## config.mk

```make
export PLATFORM = sky130hd
export DESIGN_NAME = button_event_classifier
export DESIGN_NICKNAME = d
export VERILOG_FILES = /design/src/rtl/btn_event_pkg.sv /design/src/rtl/tick_timebase.sv /design/src/rtl/button_event_classifier.sv
export SDC_FILE = /design/constraint.sdc
export NUM_CORES = 1
export LEC_CHECK = 0
export ABC_AREA = 1
export BUFFER_PORTS_ARGS = -buffer_cell sky130_fd_sc_hd__buf_2
export CORE_ASPECT_RATIO = 1.4
export CORE_UTILIZATION = 35
export DETAILED_ROUTE_END_ITERATION = 8
export MAX_ROUTING_LAYER = met4
export PLACE_DENSITY_LB_ADDON = 0.1
export SYNTH_ARGS = -nofsm -noshare
export SYNTH_HDL_FRONTEND = slang
export SYNTH_SLANG_ARGS = --single-unit
```

## constraint.sdc

```tcl
create_clock -name clk -period 1.54 [get_ports clk]
set_input_delay 0.462 -clock clk [delete_from_list [all_inputs] [get_ports clk]]
set_output_delay 0.462 -clock clk [all_outputs]
set_load 0.005 [all_outputs]
```

## src/rtl/btn_event_pkg.sv

```systemverilog
// Shared definitions for the button event classifier: FSM state encoding,
// default timing constants and a small constant-evaluation helper.
package btn_event_pkg;

    typedef enum logic [2:0] {
        IDLE           = 3'd0,
        PRESSED        = 3'd1,
        LONG_HELD      = 3'd2,
        WAIT_SECOND    = 3'd3,
        SECOND_PRESSED = 3'd4
    } btn_state_e;

    localparam int unsigned DEF_CLK_FREQ   = 32'd100_000_000;
    localparam int unsigned DEF_TICK_HZ    = 32'd1000;
    localparam int unsigned DEF_LONG_MS    = 32'd1000;
    localparam int unsigned DEF_DOUBLE_MS  = 32'd300;
    localparam int unsigned DEF_REPEAT_MS  = 32'd100;
    localparam logic        DEF_INIT_LEVEL = 1'b0;

    function automatic int unsigned max3(input int unsigned a, input int unsigned b,
                                         input int unsigned c);
        int unsigned m;
        m = (a > b) ? a : b;
        return (m > c) ? m : c;
    endfunction

endpackage

```

## src/rtl/tick_timebase.sv

```systemverilog
// Prescaler producing a one-cycle tick every DIV clocks, plus a saturating
// tick counter; both restart from zero whenever clear is asserted.
module tick_timebase #(
    parameter int unsigned DIV   = 32'd10,
    parameter int unsigned CNT_W = 32'd4
) (
    input  logic             clk,
    input  logic             rst,
    input  logic             clear,
    output logic             tick,
    output logic [CNT_W-1:0] tick_cnt
);

    localparam int unsigned      PRE_W    = (DIV > 32'd1) ? $clog2(DIV) : 32'd1;
    localparam logic [PRE_W-1:0] PRE_LAST = PRE_W'(DIV - 32'd1);
    localparam logic [PRE_W-1:0] PRE_ONE  = PRE_W'(32'd1);
    localparam logic [CNT_W-1:0] CNT_ONE  = CNT_W'(32'd1);

    logic [PRE_W-1:0] presc_q;
    logic [CNT_W-1:0] cnt_q;

    assign tick     = (presc_q == PRE_LAST);
    assign tick_cnt = cnt_q;

    // Prescaler wraps at terminal count; tick counter holds at all-ones.
    always_ff @(posedge clk or posedge rst) begin
        if (rst) begin
            presc_q <= '0;
            cnt_q   <= '0;
        end else if (clear) begin
            presc_q <= '0;
            cnt_q   <= '0;
        end else begin
            presc_q <= tick ? '0 : (presc_q + PRE_ONE);
            if (tick && (cnt_q != '1)) begin
                cnt_q <= cnt_q + CNT_ONE;
            end
        end
    end

endmodule

```

## src/rtl/button_event_classifier.sv

```systemverilog
// Turns a debounced switch level into press/release/short/long/double-click
// pulses. Define BUTTON_AUTO_REPEAT_EN to enable auto-repeat while long-held.
module button_event_classifier
    import btn_event_pkg::*;
#(
    parameter int unsigned CLK_FREQ   = DEF_CLK_FREQ,
    parameter int unsigned TICK_HZ    = DEF_TICK_HZ,
    parameter int unsigned LONG_MS    = DEF_LONG_MS,
    parameter int unsigned DOUBLE_MS  = DEF_DOUBLE_MS,
    parameter int unsigned REPEAT_MS  = DEF_REPEAT_MS,
    parameter logic        INIT_LEVEL = DEF_INIT_LEVEL
) (
    input  logic clk,
    input  logic rst,
    input  logic sw_level,
    output logic press_pulse,
    output logic release_pulse,
    output logic short_press,
    output logic long_press,
    output logic double_click,
    output logic held,
    output logic repeat_pulse
);

    localparam int unsigned      DIV      = CLK_FREQ / TICK_HZ;
    localparam int unsigned      CNT_W    = $clog2(max3(LONG_MS, DOUBLE_MS, REPEAT_MS) + 32'd1);
    localparam logic [CNT_W-1:0] LONG_C   = CNT_W'(LONG_MS);
    localparam logic [CNT_W-1:0] DOUBLE_C = CNT_W'(DOUBLE_MS);

    btn_state_e       state_q, state_d;
    logic             sw_q;
    logic             rise, fall, tick, clear, rep_hit;
    logic [CNT_W-1:0] tick_cnt;
    logic press_q, release_q, short_q, long_q, double_q, held_q, repeat_q;
    logic press_d, release_d, short_d, long_d, double_d, held_d, repeat_d;

    assign rise = sw_level & ~sw_q;
    assign fall = ~sw_level & sw_q;

`ifdef BUTTON_AUTO_REPEAT_EN
    localparam logic [CNT_W-1:0] REP_LAST_C = CNT_W'(REPEAT_MS - 32'd1);
    // Fire on the tick that would make the count reach REPEAT_MS, so the
    // restart lines up with the prescaler wrap and the period stays exact.
    assign rep_hit = (state_q == LONG_HELD) && tick && (tick_cnt == REP_LAST_C);
`else
    logic unused_tick;
    assign unused_tick = tick;
    assign rep_hit     = 1'b0;
`endif

    assign clear = (state_d != state_q) || rep_hit;

    tick_timebase #(.DIV(DIV), .CNT_W(CNT_W)) u_timebase (
        .clk      (clk),
        .rst      (rst),
        .clear    (clear),
        .tick     (tick),
        .tick_cnt (tick_cnt)
    );

    // Next-state and pulse decode; level edges take priority over timeouts.
    always_comb begin
        state_d   = state_q;
        press_d   = 1'b0;
        release_d = 1'b0;
        short_d   = 1'b0;
        long_d    = 1'b0;
        double_d  = 1'b0;
        repeat_d  = 1'b0;
        case (state_q)
            IDLE: begin
                if (rise) begin
                    state_d = PRESSED;
                    press_d = 1'b1;
                end else begin
                    state_d = IDLE;
                end
            end
            PRESSED: begin
                if (fall) begin
                    state_d   = WAIT_SECOND;
                    release_d = 1'b1;
                end else if (tick_cnt == LONG_C) begin
                    state_d = LONG_HELD;
                    long_d  = 1'b1;
                end else begin
                    state_d = PRESSED;
                end
            end
            LONG_HELD: begin
                if (fall) begin
                    state_d   = IDLE;
                    release_d = 1'b1;
                end else if (rep_hit) begin
                    repeat_d = 1'b1;
                end else begin
                    state_d = LONG_HELD;
                end
            end
            WAIT_SECOND: begin
                if (rise) begin
                    state_d  = SECOND_PRESSED;
                    press_d  = 1'b1;
                    double_d = 1'b1;
                end else if (tick_cnt == DOUBLE_C) begin
                    state_d = IDLE;
                    short_d = 1'b1;
                end else begin
                    state_d = WAIT_SECOND;
                end
            end
            SECOND_PRESSED: begin
                if (fall) begin
                    state_d   = IDLE;
                    release_d = 1'b1;
                end else begin
                    state_d = SECOND_PRESSED;
                end
            end
            default: begin
                state_d = IDLE;
            end
        endcase
        held_d = (state_d == PRESSED) || (state_d == LONG_HELD) || (state_d == SECOND_PRESSED);
    end

    // State, edge-detect history and registered outputs.
    always_ff @(posedge clk or posedge rst) begin
        if (rst) begin
            state_q   <= IDLE;
            sw_q      <= INIT_LEVEL;
            press_q   <= 1'b0;
            release_q <= 1'b0;
            short_q   <= 1'b0;
            long_q    <= 1'b0;
            double_q  <= 1'b0;
            held_q    <= 1'b0;
            repeat_q  <= 1'b0;
        end else begin
            state_q   <= state_d;
            sw_q      <= sw_level;
            press_q   <= press_d;
            release_q <= release_d;
            short_q   <= short_d;
            long_q    <= long_d;
            double_q  <= double_d;
            held_q    <= held_d;
            repeat_q  <= repeat_d;
        end
    end

    assign press_pulse   = press_q;
    assign release_pulse = release_q;
    assign short_press   = short_q;
    assign long_press    = long_q;
    assign double_click  = double_q;
    assign held          = held_q;
    assign repeat_pulse  = repeat_q;

endmodule

```

Word level (Yosys, flattened, before mapping):

Cells that the tools add are included.

* logic and storage cells: 58
* register bits: 37
* bits of input ports: 3

* $add $sub $neg: 2
* reductions and logical operators: 7
* bitwise operators: 4
* multiplexer cells: 23
* equal/unequal tests: 12

Operators by type and width (count)
* two-way mux 17 bit: 2
* two-way mux 10 bit: 2
* adder 17 x 1 -> 17 bit, second input constant: 1
* == test 17 bit, second input constant: 1
* case mux 3 bit (5 select lines): 1
* two-way mux 1 bit: 12
* adder 10 x 1 -> 10 bit, second input constant: 1
* == test 10 bit, second input constant: 1
* == test 10 x 9 -> 1 bit, second input constant: 1
* != test 10 bit, second input constant: 1
* == test 3 x 2 -> 1 bit, second input constant: 3
* two-way mux 2 bit: 4
* == test 3 x 1 -> 1 bit, second input constant: 2
* == test 3 bit, second input constant: 2
* two-way mux 3 bit: 2
* zero test 3 bit: 1
* != test 3 bit: 1
* OR reduction 3 bit: 1
* AND 1 bit: 2
* logical OR 1 bit: 2
* inverter 1 bit: 2
* nonzero test 2 bit: 1
* OR reduction 2 bit: 1
* logical AND 1 bit: 1

Logic depth before layout (Yosys ltp):

Gate-level depths: netlist of run 1.

* word-level depth: 7
* gate-level depth with buffers: 11
* gate-level depth less buffers: 11

By module:

From an unflattened synthesis of run 1, not the netlist that was laid out.

* cell total of the unflattened synthesis: 297
* area, all modules: 2150.8 µm²

Modules (own cells, without submodules)
* tick_timebase: instances 1, cells each 215, area an instance 1570.3 µm²
* button_event_classifier: instances 1, cells each 82, area an instance 580.6 µm²

Least setup slack after synthesis of run 1:

Ideal clock, no wire load.

* kind: reg2reg
* from: register u_timebase.cnt_q[0], in the netlist u_timebase.tick_cnt[0]
* to: register u_timebase.presc_q[6]
* clock period less this slack: 1.549 ns
* stages on the path, launching flop included: 11
* library setup time: 0.121 ns
* path slack: -0.009 ns
* path buffers: 1
* data required time: 1.419 ns
* arrival time: 1.428 ns
* cells stage by stage: dfrtp_1 -> inv_1 -> ha_1 -> nand2_1 -> nor2_1 -> nand4_1 -> nand2_1 -> o211ai_1 -> nand3_4 -> buf_6 -> nor2_2

* word-level cells in the longest chain between the ends: 6

RTL lines
* start, declared: line tick_timebase.sv:20 `logic [CNT_W-1:0] cnt_q;`
* start signal, assigned: line tick_timebase.sv:36 `cnt_q <= cnt_q + CNT_ONE;`
* == test 10 x 9 -> 1 bit / == test 10 bit (equally long branches): line button_event_classifier.sv:105, button_event_classifier.sv:83
* two-way mux 2 bit (on tied branches): line button_event_classifier.sv:105, button_event_classifier.sv:83
* two-way mux 3 bit / two-way mux 2 bit (equally long branches): line button_event_classifier.sv:101, button_event_classifier.sv:80
* case mux 3 bit (5 select lines) (*): line button_event_classifier.sv:70 `case (state_q)`
* != test 3 bit (*): line button_event_classifier.sv:51 `assign clear = (state_d != state_q) || rep_hit;`
* two-way mux 17 bit (*): line tick_timebase.sv:30 `end else if (clear) begin`
* end signal, assigned: line tick_timebase.sv:34 `presc_q <= tick ? '0 : (presc_q + PRE_ONE);`
* end, declared: line tick_timebase.sv:19 `logic [PRE_W-1:0] presc_q;`

Mark *: on every way between the ends. The rest lies on a longest branch, timed or not.
A chain may end at the register's enable or synchronous reset.

Worst setup path after layout of run 1:

* from: register u_timebase.cnt_q[1], in the netlist u_timebase.tick_cnt[1]
* to: register u_timebase.presc_q[8]

Same word-level chain as after synthesis.

==> metrics.md, run 1 <==
| Metric | Value |
|---|---|
| Status | `finished with violations` |
| Violated checks | `negative setup slack` |
| Asr flop ratio synth | `100.0%` |
| Count of pins over their slew limit | `0` |
| CTS tree | `yes` |
| Path type of the worst setup path | `flop to flop` |
| Pre-CTS WS | `-0.1524 ns` |
| Gpl congestion | `0.8316` |
| Die W | `68.12 µm` |
| Crit Path Max Fanout | `6` |
| Distinct cells, synth | `29` |
| TritonCTS Buffers | `5` |
| Die area | `6441 µm²` |
| Setup violations, final | `28` |
| Hold-fix buffers at CTS | `0` |
| Sequential area share after synthesis | `43.22%` |
| Yosys reg bits | `37` |
| Worst setup margin | `-0.1165 ns` |
| Largest area contributor in the netlist | `dfrtp_1` |
| Top cell type's share of synthesized area | `43.22%` |
| Worst hold-check path type | `input pin to async pin` |
| Cells after synthesis | `284` |
| Vias in the first global route | `1943` |
| CTS sink count | `37` |
| Fin. Hold Viols | `0` |
| Post-Syn Area | `2142 µm²` |
| CP Capture Type | `flop` |
| Post-DP HPWL | `3.874 mm` |
| Max VDD drop | `983.5 µV` |
| Share of layout cells above drive strength 1 | `33.14%` |
| Via count | `1962` |
| First-pass GRT wire length | `8.507 mm` |
| Initial core utilization | `36.53%` |
| Core area | `5863 µm²` |
| # IOs | `10` |
| Die height | `94.57 µm` |
| Post-route DRC violation count | `0` |
| Ranking of synthesized cells by area | `dfrtp_1 (43%), nand2_1 (9.8%), nor2_1 (8.4%)` |
| Most common cell in the netlist | `nand2_1` |
| RSZ-0062 raised after global routing | `yes` |
| Routed Antenna Nets | `0` |
| First-pass DRT Iterations | `4` |
| Ys Warns | `0` |
| Largest net degree at the start of global routing | `38` |
| Most frequent cells after synthesis | `nand2_1 (56), nor2_1 (48), inv_1 (40)` |
| Worst-path clk slew | `0.08 ns` |
| Initial antenna violation count | `0` |
| Worst path required time | `1.72 ns` |
| Num rows | `33` |
| Worst Skew | `0.005397 ns` |
| Maxcap violations | `0` |
| Clock latency on the worst-skew pair | `0.29 ns` |
| Drt total wl | `5.101 mm` |
| Top FF cell, synth | `dfrtp_1` |
| Root Driver | `clkbuf_8` |
| Initial DRC count | `57` |
| WL/cell | `12.23 µm` |
| Vias per std cell | `4.705` |
| Fmax | `603.7 MHz` |
| Pwr Density | `1114 nW/µm²` |
| Syn Area/Cell | `7.542 µm²` |
| Area growth syn-to-layout | `34.05%` |
| Type of origin of the critical path | `flop` |
| Port bufs | `8` |
| Diodes inserted | `0` |
| R2r setup slk | `-0.12 ns` |
| Mapped Nets | `290` |
| Clock Path Buffers | `2` |
| GRT Total Usage | `18.42%` |
| Arr. time, crit path | `1.84 ns` |
| Number of flops mapped to enable cells by yosys | `0` |
| Period utilization | `107.6%` |
| Final Net Count | `352` |
| Leakage | `1.300 nW` |
| GR Overflow Total | `0` |
| Fin crit period | `1.656 ns` |
| Finished Core Util | `48.98%` |
| H-tree Lvls | `2` |
[logic make-up after synthesis]
kind of cell | Yosys count | synth area share, %
flops | 37 | 43.22
other cells | 1 | 0.1751
compound gates | 24 | 6.717
simple gates | 165 | 35.51
buf+inv | 45 | 8.936
xor+xnor | 9 | 3.680
fa+ha+maj | 3 | 1.753
[routing by layer]
layer  wire [µm]  vias to the layer above  GRT usage [%]
met5           0                        -              -
met4         142                        0          7.986
met3          90                       10          2.899
met2        2814                       17          32.03
met1        2054                      905          20.11
li1            -                     1030              -
[sequential cells by signal, indices dropped and copies added (netlist names)]
register	count
held	1
release_pulse	1
long_press	1
press_pulse	1
short_press	1
u_timebase.presc_q	17
state_q	3
sw_q	1
u_timebase.tick_cnt	10
double_click	1
[critical path, stage by stage, from the launching register on]
cell and delay, ns:
dfrtp_1 0.41, inv_2 0.09, ha_4 0.13, nand2_1 0.06, nor2_2 0.09, nand4_1 0.12
nand2_1 0.11, o211ai_1 0.14, nand3_4 0.18, clkbuf_16 0.18, nor2_2 0.04
[per-stage QoR]
stage                     total power, mW  TNS [ns]  instances  hold slack, ns  area, µm²
final                               3.198    -2.563        417          0.2080       2872
after global routing                3.434    -6.100        417          0.2201       2872
after CTS                           2.970    -2.221        413          0.2047       2724
after detailed placement            2.270    -3.516        403          0.5266       2608
after global placement              2.249    -2.463        403          0.5237       2608
after floorplan                     1.848         0        284          0.4934       2146
[layout make-up]
| cell class | instances | area [µm²] |
|---|---|---|
| Timing Repair Buffer | 59 | 489.2 |
| Clock inverter | 3 | 17.52 |
| Tap cell | 70 | 87.58 |
| Clock buffer | 5 | 68.82 |
| Inverter | 41 | 153.9 |
| Sequential cell | 37 | 927.1 |
| Multi-Input combinational cell | 202 | 1127 |
| Fill cell | 578 | 2992 |
[worst paths after layout]
path / startpoint / to / cells after the start
worst max-delay path: u_timebase.tick_cnt[1] / u_timebase.presc_q[8] / 10
worst min-delay path: rst / press_pulse / 3
worst max register to register: u_timebase.tick_cnt[1] / u_timebase.presc_q[8] / 10
worst min register to register: u_timebase.tick_cnt[8] / u_timebase.tick_cnt[8] / 2
max in group asynchronous: rst / state_q[1] / 3
min in group clk: sw_level / sw_q / 1
[power breakdown]
part           switching [mW]  internal [mW]
combinational           0.732          0.666
sequential             0.0759           1.06
clock                   0.349          0.312
total                    1.16           2.04
[cells in the final DEF, fill, tap and decap left out, types with 5 or more instances in the layout]
cell      Yosys  layout
nor2_2       11      19
nand4_1      11      11
nor2_1       48      35
clkbuf_8      0       5
o21ai_0       9       8
dfrtp_1      37      36
inv_2         0       6
buf_4         2      44
xor2_1        7       6
nor2_4        2       7
inv_1        40      34
buf_2         0       8
nand3_1      23      22
nand2_1      56      54
nor3_1        8       7
[timing repair]
item                                    4_1_cts  5_1_grt
cloned                                        0        1
endpoints found under the setup margin       28       29
buffers inserted                              2        3
pin swaps                                     0        8
gates resized for setup                       6       34
Power figures use the tool's default switching activity.
==> inputs of run 2 (changes only) <==
--- a/config.mk
+++ b/config.mk
@@ -11,7 +11,8 @@
 export CORE_UTILIZATION = 35
 export DETAILED_ROUTE_END_ITERATION = 8
 export MAX_ROUTING_LAYER = met4
-export PLACE_DENSITY_LB_ADDON = 0.1
+export PLACE_DENSITY = 0.49
+export SETUP_SLACK_MARGIN = 0.1
 export SYNTH_ARGS = -nofsm -noshare
 export SYNTH_HDL_FRONTEND = slang
 export SYNTH_SLANG_ARGS = --single-unit
==> run 2 against run 1 <==
  * Final cell count is the same
  * First-iteration DRC count grew 40%
  * The run still ends with negative setup slack left
  * Clock-buffer cell count grew 2
  * Maximum frequency shrank 3.0%
  * Largest power group unchanged
  * Utilization grew 1.6 points
==> metrics.md, run 2 (synthesis gave the netlist of run 1 again) <==
| Metric | Value |
|---|---|
| Commonest non-fill, non-tap cell in the layout | `nand2_1` |
| Crit Path Max Fanout | `5` |
| Drt total wl | `5.259 mm` |
| Reg with most FFs | `u_timebase.presc_q` |
| First-pass DRT Iterations | `4` |
| Worst R2R End | `u_timebase.presc_q[8]` |
| Worst setup margin | `-0.1673 ns` |
| Max FFs per register | `17` |
| Root Driver | `clkbuf_8` |
| Routed Antenna Nets | `0` |
| CTS tree | `yes` |
| Die W | `68.12 µm` |
| CP Capture Type | `flop` |
| Die area | `6441 µm²` |
| R2r startpoint | `u_timebase.tick_cnt[0]` |
| Commonest non-fill, non-tap cells in the layout | `nand2_1 (51), buf_4 (43), nor2_1 (37), dfrtp_1 (37), inv_1 (34)` |
| Type of origin of the critical path | `flop` |
| Worst Skew | `0.01264 ns` |
| Fin crit period | `1.707 ns` |
| Hold WS | `0.2062 ns` |
| Port bufs | `8` |
| First-pass GRT wire length | `8.707 mm` |
| H-tree Lvls | `2` |
| GRT Total Usage | `18.74%` |
| Hold-fix buffers at CTS | `0` |
| TritonCTS Buffers | `5` |
| Dpl cells | `399` |
| Max VDD drop | `798.5 µV` |
| Fin. Hold Viols | `0` |
| Vias in the first global route | `2053` |
| Num rows | `33` |
| Worst hold-check path type | `input pin to async pin` |
| FF+latch area | `925.9 µm²` |
| Reg2reg path depth | `10` |
| Worst path required time | `1.73 ns` |
| Count of pins over their slew limit | `0` |
| RSZ-0062 raised after global routing | `yes` |
| Worst-path clk slew | `0.08 ns` |
| Pwr Density | `1133 nW/µm²` |
| Gpl congestion | `0.8378` |
| Area of the multi-input gates | `1170 µm²` |
| Path type of the worst setup path | `flop to flop` |
| Leakage | `1.344 nW` |
| Post-route DRC violation count | `0` |
| Initial core utilization | `36.53%` |
| CTS sink count | `37` |
| GR Overflow Total | `0` |
| Initial antenna violation count | `0` |
| Share of layout cells above drive strength 1 | `33.14%` |
| Arr. time, crit path | `1.89 ns` |
| # IOs | `10` |
| Via count | `2000` |
| Initial DRC count | `80` |
| Fillers | `585` |
| WL/cell | `12.61 µm` |
| Status | `finished with violations` |
| Fmax | `585.7 MHz` |
| Core area | `5863 µm²` |
| Die height | `94.57 µm` |
| R2r setup slk | `-0.17 ns` |
| Maxcap violations | `0` |
| Clock latency on the worst-skew pair | `0.30 ns` |
| Setup violations, final | `28` |
| Clock Path Buffers | `2` |
| Period utilization | `110.9%` |
| Violated checks | `negative setup slack` |
| Final Net Count | `352` |
| Final cell count without fillers | `417` |
| Vias per std cell | `4.796` |
| Diodes inserted | `0` |
| Largest net degree at the start of global routing | `38` |
| Area growth syn-to-layout | `38.49%` |
| Post-DP HPWL | `3.668 mm` |
-- run 2: changes by cell type in the layout (fill, tap and decap cells not counted), moves of 2 or more --
cell	delta
nor2_2	-6
nand2_1	-3
nor2_4	+4
nand2_2	+2
clkinv_2	-2
nor2_1	+2
-- run 2: where the power goes --
group | total, mW | switching (mW) | internal, mW
combinational | 1.33 | 0.721 | 0.607
clock | 0.895 | 0.366 | 0.529
sequential | 1.14 | 0.0773 | 1.06
total | 3.36 | 1.16 | 2.20
-- run 2: metrics by stage --
| stage | setup TNS (ns) | setup slack (ns) | area [µm²] | power (mW) | utilization, % |
|---|---|---|---|---|---|
| finish | -3.704 | -0.1673 | 2967 | 3.361 | 50.60 |
| global placement | -4.279 | -0.1742 | 2585 | 2.144 | 44.09 |
| CTS | -2.237 | -0.1038 | 2804 | 3.091 | 47.82 |
| global route | -7.654 | -0.2996 | 2967 | 3.545 | 50.60 |
| floorplan | 0 | 0.003209 | 2157 | 1.848 | - |
| detailed placement | -4.203 | -0.1786 | 2585 | 2.150 | 44.09 |
-- run 2: worst max path at each step --
| stage | from | to | slack, ns |
|---|---|---|---|
| after floorplan | u_timebase.tick_cnt[0] | u_timebase.presc_q[2] | 0.003 |
| after detailed placement | sw_level | u_timebase.tick_cnt[6] | -0.18 |
| final | u_timebase.tick_cnt[0] | u_timebase.presc_q[8] | -0.17 |
| after global routing | u_timebase.tick_cnt[0] | u_timebase.presc_q[8] | -0.30 |
| after CTS | u_timebase.tick_cnt[0] | u_timebase.presc_q[15] | -0.10 |
| after global placement | u_timebase.tick_cnt[1] | u_timebase.tick_cnt[6] | -0.17 |
-- run 2: worst max-delay path, stage by stage, from the launching register on --
cell and delay (ns):
dfrtp_1 0.43, inv_2 0.08, ha_4 0.14, nand2_4 0.05, nor2_4 0.09, nand4_1 0.14
nand2_1 0.12, o211ai_1 0.13, nand3_4 0.18, clkbuf_16 0.19, nor2_2 0.03
-- run 2: what timing repair did --
| item | in CTS | in global routing |
|---|---|---|
| resized for setup | 15 | 31 |
| gates cloned | 0 | 3 |
| setup buffers | 8 | 2 |
| pin swaps | 6 | 13 |
| setup endpoints to repair | 29 | 31 |
-- run 2: metal layers --
metal / global-route usage (%) / vias to the layer above / wire length, µm
li1: - / 1029 / -
met1: 18.40 / 933 / 2114
met2: 34.80 / 24 / 2878
met3: 3.261 / 14 / 97
met4: 7.639 / 0 / 169
met5: - / - / 0
-- run 2: cell type report --
type	count	share of cell area, %
clock buffer	7	2.910
clock inverter	1	1.012
inverter	41	5.272
multi-input combinational	202	39.43
sequential	37	31.21
tap	70	2.952
timing repair buffer	59	17.21
==> inputs of run 3 (changes only) <==
--- a/config.mk
+++ b/config.mk
@@ -13,6 +13,7 @@
 export MAX_ROUTING_LAYER = met4
 export PLACE_DENSITY = 0.49
 export SETUP_SLACK_MARGIN = 0.1
+export SKIP_LAST_GASP = 1
 export SYNTH_ARGS = -nofsm -noshare
 export SYNTH_HDL_FRONTEND = slang
 export SYNTH_SLANG_ARGS = --single-unit
==> run 3 against run 2 <==
  * The run still ends with negative setup slack left
  * Register-to-register slack is essentially flat
  * Non-clock buffer count is 4 higher
  * Combinational power barely moved
  * Final area is 0.38% higher
  * Final cell count rose by 0.96%
  * Critical path depth grew 1
  * Clock skew is essentially flat
  * Utilization is 0.19 points higher
  * Global-route usage down 0.051 points
  * First-iteration DRC count is 8.8% lower
  * Clock-buffer cell count did not move
  * Critical endpoint is now long_press
==> metrics.md, run 3 (synthesis gave the netlist of run 1 again) <==
| Metric | Value |
|---|---|
| Share of layout cells above drive strength 1 | `32.76%` |
| First-pass DRT Iterations | `4` |
| Num rows | `33` |
| Root Driver | `clkbuf_8` |
| Diodes inserted | `0` |
| # IOs | `10` |
| Worst Skew | `0.01285 ns` |
| Max VDD drop | `816.4 µV` |
| Leakage | `1.357 nW` |
| Maxcap violations | `0` |
| Crit Path Max Fanout | `2` |
| H-tree Lvls | `2` |
| Cell-internal power | `2.198 mW` |
| Switching pwr | `1.165 mW` |
| Path type of the worst setup path | `flop to flop` |
| Clock Path Buffers | `2` |
| Initial core utilization | `36.53%` |
| Dpl cells | `399` |
| Worst path required time | `1.76 ns` |
| TritonCTS Buffers | `5` |
| Post-DP HPWL | `3.668 mm` |
| Design Area, Final | `2978 µm²` |
| TNS Setup | `-3.588 ns` |
| Routed Antenna Nets | `0` |
| GR Util met2 | `34.72%` |
| Die area | `6441 µm²` |
| Die W | `68.12 µm` |
| Die height | `94.57 µm` |
| Status | `finished with violations` |
| Vias per std cell | `4.798` |
| Reg with most FFs | `u_timebase.presc_q` |
| GRT busiest layer | `met2` |
| Comb pwr share | `39.6%` |
| Final Total Pwr | `3.363 mW` |
| CP Capture Type | `flop` |
| CTS sink count | `37` |
| Hold WS | `0.2067 ns` |
| Commonest non-fill, non-tap cells in the layout | `nand2_1 (52), buf_4 (46), nor2_1 (38)` |
| Count of pins over their slew limit | `0` |
| Gpl congestion | `0.8378` |
| Fin. Hold Viols | `0` |
| Violated checks | `negative setup slack` |
| Final Net Count | `356` |
| Period utilization | `110.8%` |
| Setup violations, final | `28` |
| Seq pwr share | `33.8%` |
| Worst setup margin | `-0.1663 ns` |
| Drt total wl | `5.287 mm` |
| CTS tree | `yes` |
| Commonest non-fill, non-tap cell in the layout | `nand2_1` |
| RSZ-0062 raised after global routing | `yes` |
| GR Overflow Total | `0` |
| Arr. time, crit path | `1.93 ns` |
| GRT Total Usage | `18.69%` |
| Initial DRC count | `73` |
| Sw Ratio | `34.64%` |
| Port bufs | `8` |
| Via count | `2020` |
| Core area | `5863 µm²` |
| Largest net degree at the start of global routing | `38` |
| Fin crit period | `1.706 ns` |
| Met1 usage | `18.32%` |
| Final cell count without fillers | `421` |
| Max FFs per register | `17` |
| Initial antenna violation count | `0` |
| Pre-CTS WS | `-0.1786 ns` |
| Vias in the first global route | `2052` |
| Hold-fix buffers at CTS | `0` |
| Clock latency on the worst-skew pair | `0.29 ns` |
| Fmax | `586.1 MHz` |
| Type of origin of the critical path | `flop` |
| Worst-path clk slew | `0.08 ns` |
| Clk pwr share | `26.6%` |
| WL/cell | `12.56 µm` |
| Pwr Density | `1129 nW/µm²` |
| Met3 GRT Util | `3.261%` |
| First-pass GRT wire length | `8.680 mm` |
| Area post-placement | `2585 µm²` |
| Area growth syn-to-layout | `39.02%` |
| Worst hold-check path type | `input pin to async pin` |
| Post-route DRC violation count | `0` |
| Finished Core Util | `50.79%` |
run 3: final cells by class:
type,instances,area [µm²]
Clock buffer,7,86.33
Clock inverter,1,30.03
Fill cell,581,2885
Inverter,41,156.4
Multi-Input combinational cell,202,1147
Sequential cell,37,925.9
Tap cell,70,87.58
Timing Repair Buffer,63,544.3
run 3: worst paths after layout:
path / to / depth (start not counted) / from / slack [ns]
worst max-delay path: long_press / 11 / u_timebase.tick_cnt[1] / -0.17
worst min-delay path: u_timebase.tick_cnt[6] / 3 / rst / 0.21
min in group clk: sw_q / 1 / sw_level / 0.29
worst max register to register: long_press / 11 / u_timebase.tick_cnt[1] / -0.17
max in group asynchronous: u_timebase.tick_cnt[5] / 3 / rst / 1.14
worst min register to register: u_timebase.presc_q[14] / 2 / u_timebase.presc_q[14] / 0.58
run 3: what timing repair did:
action / CTS / global route
pin swaps: 6 / 15
resized for setup: 14 / 27
setup buffers: 8 / 3
endpoints found under the setup margin: 29 / 31
gates cloned: 0 / 3
run 3: power groups by stage:
stage                     Combinational, mW  Clock [mW]  Sequential, mW
after floorplan                       0.697           0            1.15
after global placement                0.990           0            1.15
after detailed placement              0.995           0            1.16
after CTS                              1.03       0.921            1.14
after global routing                   1.44       0.957            1.15
final                                  1.33       0.895            1.14
run 3: worst max-delay path: stages, from the launching register on:
cell,delay [ns]
dfrtp_1,0.41
inv_2,0.09
ha_4,0.14
nand2_2,0.06
nor2_4,0.10
nand4_1,0.14
buf_4,0.16
buf_4,0.12
buf_4,0.12
buf_4,0.12
buf_4,0.12
nor2_1,0.07
run 3: per-layer routing:
| layer | wire length [µm] | vias up |
|---|---|---|
| met5 | 0 | - |
| met4 | 169 | 0 |
| met3 | 116 | 14 |
| met2 | 2882 | 28 |
| met1 | 2119 | 940 |
| li1 | - | 1038 |
